--- src/rtl/mod_n_digit.sv ---
// Cascadable modulo-MODULUS digit (up/down, parallel load, optional saturation); q updates one edge after c_in/load.
// No backpressure: c_in is a plain enable, carry/borrow are combinational so a whole chain rolls over on one edge.
module mod_n_digit #(
    parameter int  MODULUS  = 10,
    parameter bit  SATURATE = 1'b0,
    localparam int WIDTH    = ($clog2(MODULUS) > 1) ? $clog2(MODULUS) : 1
) (
    input  logic             clk,
    input  logic             reset,
    input  logic             c_in,
    input  logic             up,
    input  logic             load,
    input  logic [WIDTH-1:0] d,
    output logic [WIDTH-1:0] q,
    output logic             carry,
    output logic             borrow,
    output logic             at_limit,
    output logic             load_err
);

    localparam logic [WIDTH-1:0] Q_MAX = WIDTH'(MODULUS - 1);
    localparam logic [WIDTH-1:0] Q_ONE = WIDTH'(1);
    // One extra bit so MODULUS itself (e.g. 65536) is representable in the range check.
    localparam logic [WIDTH:0]   MOD_X = (WIDTH + 1)'(MODULUS);

    logic d_ok;
    logic q_is_max;
    logic q_is_zero;

    assign d_ok      = ({1'b0, d} < MOD_X);
    assign q_is_max  = (q == Q_MAX);
    assign q_is_zero = (q == '0);

    assign at_limit = up ? q_is_max : q_is_zero;
    assign carry    = c_in &  up & q_is_max  & ~load & ~reset & ~SATURATE;
    assign borrow   = c_in & ~up & q_is_zero & ~load & ~reset & ~SATURATE;

    always_ff @(posedge clk) begin
        if (reset) begin
            q        <= '0;
            load_err <= 1'b0;
        end else begin
            load_err <= 1'b0;
            if (load) begin
                if (d_ok) begin
                    q <= d;
                end else begin
                    load_err <= 1'b1;
                end
            end else if (c_in) begin
                if (up) begin
                    if (!q_is_max) begin
                        q <= q + Q_ONE;
                    end else if (!SATURATE) begin
                        q <= '0;
                    end
                end else begin
                    if (!q_is_zero) begin
                        q <= q - Q_ONE;
                    end else if (!SATURATE) begin
                        q <= Q_MAX;
                    end
                end
            end
        end
    end

endmodule

--- config.mk ---
export PLATFORM = sky130hd
export DESIGN_NAME = mod_n_digit
export DESIGN_NICKNAME = d
export VERILOG_FILES = /design/src/rtl/mod_n_digit.sv
export SDC_FILE = /design/constraint.sdc
export NUM_CORES = 1
export LEC_CHECK = 0
export ABC_CLOCK_PERIOD_IN_PS = 1400
export BUFFER_PORTS_ARGS = -buffer_cell sky130_fd_sc_hd__buf_2
export CAP_MARGIN = 20
export CORE_AREA = 4 4 41 43
export DETAILED_ROUTE_END_ITERATION = 10
export DIE_AREA = 0 0 45 47
export PLACE_DENSITY = 0.67
export REMOVE_ABC_BUFFERS = 1
export SYNTH_ARGS = -nofsm -noshare
export SYNTH_HDL_FRONTEND = slang
export SYNTH_SLANG_ARGS = --single-unit
--- constraint.sdc ---
create_clock -name clk -period 1.4 [get_ports clk]
set_clock_uncertainty 0.05 [all_clocks]
set_input_delay 0 -clock clk [delete_from_list [all_inputs] [get_ports clk]]
set_output_delay 0 -clock clk [all_outputs]
set_load 0.01 [all_outputs]
==> reports/qor.csv <==
stage;metric;value;unit
sta;setup_viol;0;
place;io_buffer_count;16;
route;vias;513;
die;core_area;1301;um2
sta;grt_setup_unrepaired;true;
clock_network;cts_sinks;5;
critical_path;slowest_stage;a221o_2;
critical_path;path_cells;buf_6, and2_1, a221o_2, a21oi_2, a2111oi_2;
clock_network;cts-root-to-sink-buffers;2;
clock_network;clk-insertion-delay-late;0.24;ns
sta;period_minus_slack;1.370;ns
final_layout;mostFrequentLayoutCells;16 x buf_2, 6 x buf_4, 4 x inv_1;
clock_network;h-tree-depth;1;
route;routed_wl;1253;um
pwr;p_per_area;790.8;nW/um2
sta;finalSetupTns;0;ns
synthesis;syn-cell-area;465.4;um2
clock_network;cts_made_buffers;3;
critical_path;cp_max_fo;6;
clock_network;cts.clk_slew.worst_paths;0.04;ns
global_route;grt_pass1_vias;480;
die;rows;13;
hold_path;min_path_type;input pin to flip-flop;
synthesis;ys_ff_latch;5;
route;dr.pass1.iters;4;
sta;tightest_slew;0.3840;ns
clock_network;cts_root_buf;clkbuf_4;
route;drc;0;
die;initial_core_util;35.77;%
global_route;antenna_found_initial;0;
final_layout;utilization;51.54;%
global_route;grt_pass1_wl;2007;um
route;ant_nets;0;
place;gp_congestion;0.7925;
global_route;grt_max_degree;11;
final_layout;antennaDiodeCount;0;
critical_path;max_stage_delay;0.38;ns
clock_network;cts_tree;yes;
die;die-area;2115;um2
critical_path;path_class;flip-flop to flip-flop;
pwr;ir_drop;0.0008536;V
sta;min_period_over_period;97.85;%
critical_path;cp-start-kind;flip-flop;
final_layout;drive_gt1_share;56.79;%
global_route;overflow;0;
synthesis;synthCells;56;
run_status;status;complete, no violations;
pwr;leakage;0.2843;nW
sta;fmax;730.0;MHz
sta;slew_headroom;74.13;%
final_layout;layout.nets;91;
synthesis;postSynthAreaPerCell;8.312;um2
route;drt_first_iter_violations;13;
sta;final-hold-violation-count;0;
route;viasPerCell;5.344;
critical_path;end_kind;flip-flop;
critical_path;arrival;1.43;ns
die;die_h;47;um
final_layout;syn_to_final_growth;44.09;%
synthesis;yosysWarnings;0;
sta;timing.hold.ws;0.02030;ns
place;dpl.hpwl;932.6;um
synthesis;synthDistinctLibCells;33;
global_route;grtUsageTotal;13.20;%
die;ioPinCount;17;
critical_path;required;1.46;ns
sta;maxSlewViolCount;0;
route;wl_per_cell;13.05;um
final_layout;final_common_cell;buf_2;
die;die_w;45;um
final_layout;fill_cells;130;
run;cap_viol_max_count;0;
synthesis;yosysSeqAreaShare;21.51;%
metal layers:
metal	vias up	global-route usage, %	routed length [um]
met5	-	0	0
met1	233	14.58	528
met2	19	22.60	641
met3	0	6.130	82
li1	261	-	-
met4	0	4.094	0
Yosys cell counts (all sizes together):
library cell	instances	area [um2]
nand2b	1	6.260
nand4	1	6.260
o41ai	1	16.27
nor3	2	10.01
a211oi	1	7.510
nand3	2	10.01
or2b	1	7.510
a2111oi	2	30.03
nand3b	1	7.510
o21a	1	7.510
a221o	1	11.26
nand4b	1	8.760
a221oi	1	15.01
buf	5	48.79
nor4	2	12.51
or3	2	13.77
and2	1	6.260
a2bb2oi	1	8.760
or2	2	12.52
a21oi	5	25.02
a31oi	1	6.260
dfxtp	5	100.1
o211ai	1	7.510
nor2	3	11.26
nor2b	1	6.260
inv	4	15.01
o21ai	5	28.78
xnor2	1	8.760
o311a	1	10.01
kinds of logic after synthesis:
| logic type | Yosys count | share of synthesized area, % |
|---|---|---|
| compound gates | 21 | 37.37 |
| xor+xnor | 1 | 1.882 |
| buf+inv | 9 | 13.71 |
| simple gates | 20 | 25.55 |
| flops | 5 | 21.51 |
final timing paths:
check	cells after the start	startpoint	slack (ns)	to
worst max-delay path	5	q[0]	0.03	q[1]
worst min-delay path	2	reset	0.02	q[1]
worst max register to register	5	q[0]	0.03	q[1]
worst min register to register	2	q[2]	0.47	q[2]
metrics by stage:
| step | cell area (um2) | setup WS, ns | instances | power, mW |
|---|---|---|---|---|
| finish | 670.6 | 0.03007 | 96 | 0.5304 |
| global route | 670.6 | -0.03035 | 96 | 0.5714 |
| CTS | 660.6 | -0.008332 | 96 | 0.5297 |
| detailed placement | 575.6 | -0.03579 | 90 | 0.3433 |
| global placement | 575.6 | 0.01206 | 90 | 0.3417 |
| floorplan | 416.7 | -0.05904 | 51 | 0.2618 |
worst max-delay path: cells and delay by family (launching register included):
family	cells	cell delay [ns]
simple gates	1	0.14
buf+inv	1	0.13
compound gates	3	0.59
flops	1	0.34
sequential cells by signal, indices dropped and copies added (netlist names):
signal / count
q: 4
load_err: 1
final cells by class:
class / instances / area (um2) / share of cell area, %
clock buffer: 4 / 26.28 / 3.918
inverter: 4 / 15.01 / 2.239
multi-input combinational: 42 / 335.3 / 50.00
sequential: 5 / 107.6 / 16.04
tap: 15 / 18.77 / 2.799
timing repair buffer: 26 / 167.7 / 25.00
what timing repair did:
action,in CTS,in global routing
resized for setup,13,4
hold endpoints to repair,2,0
setup buffers,1,0
setup endpoints to repair,4,6
pin swaps,5,3
hold buffers,2,0
report_power, final:
group          switching [mW]  internal (mW)  total [mW]
combinational           0.103          0.103       0.206
clock                  0.0527          0.107       0.160
sequential            0.00979          0.154       0.164
No activity file was read; power rests on OpenSTA's default activity.
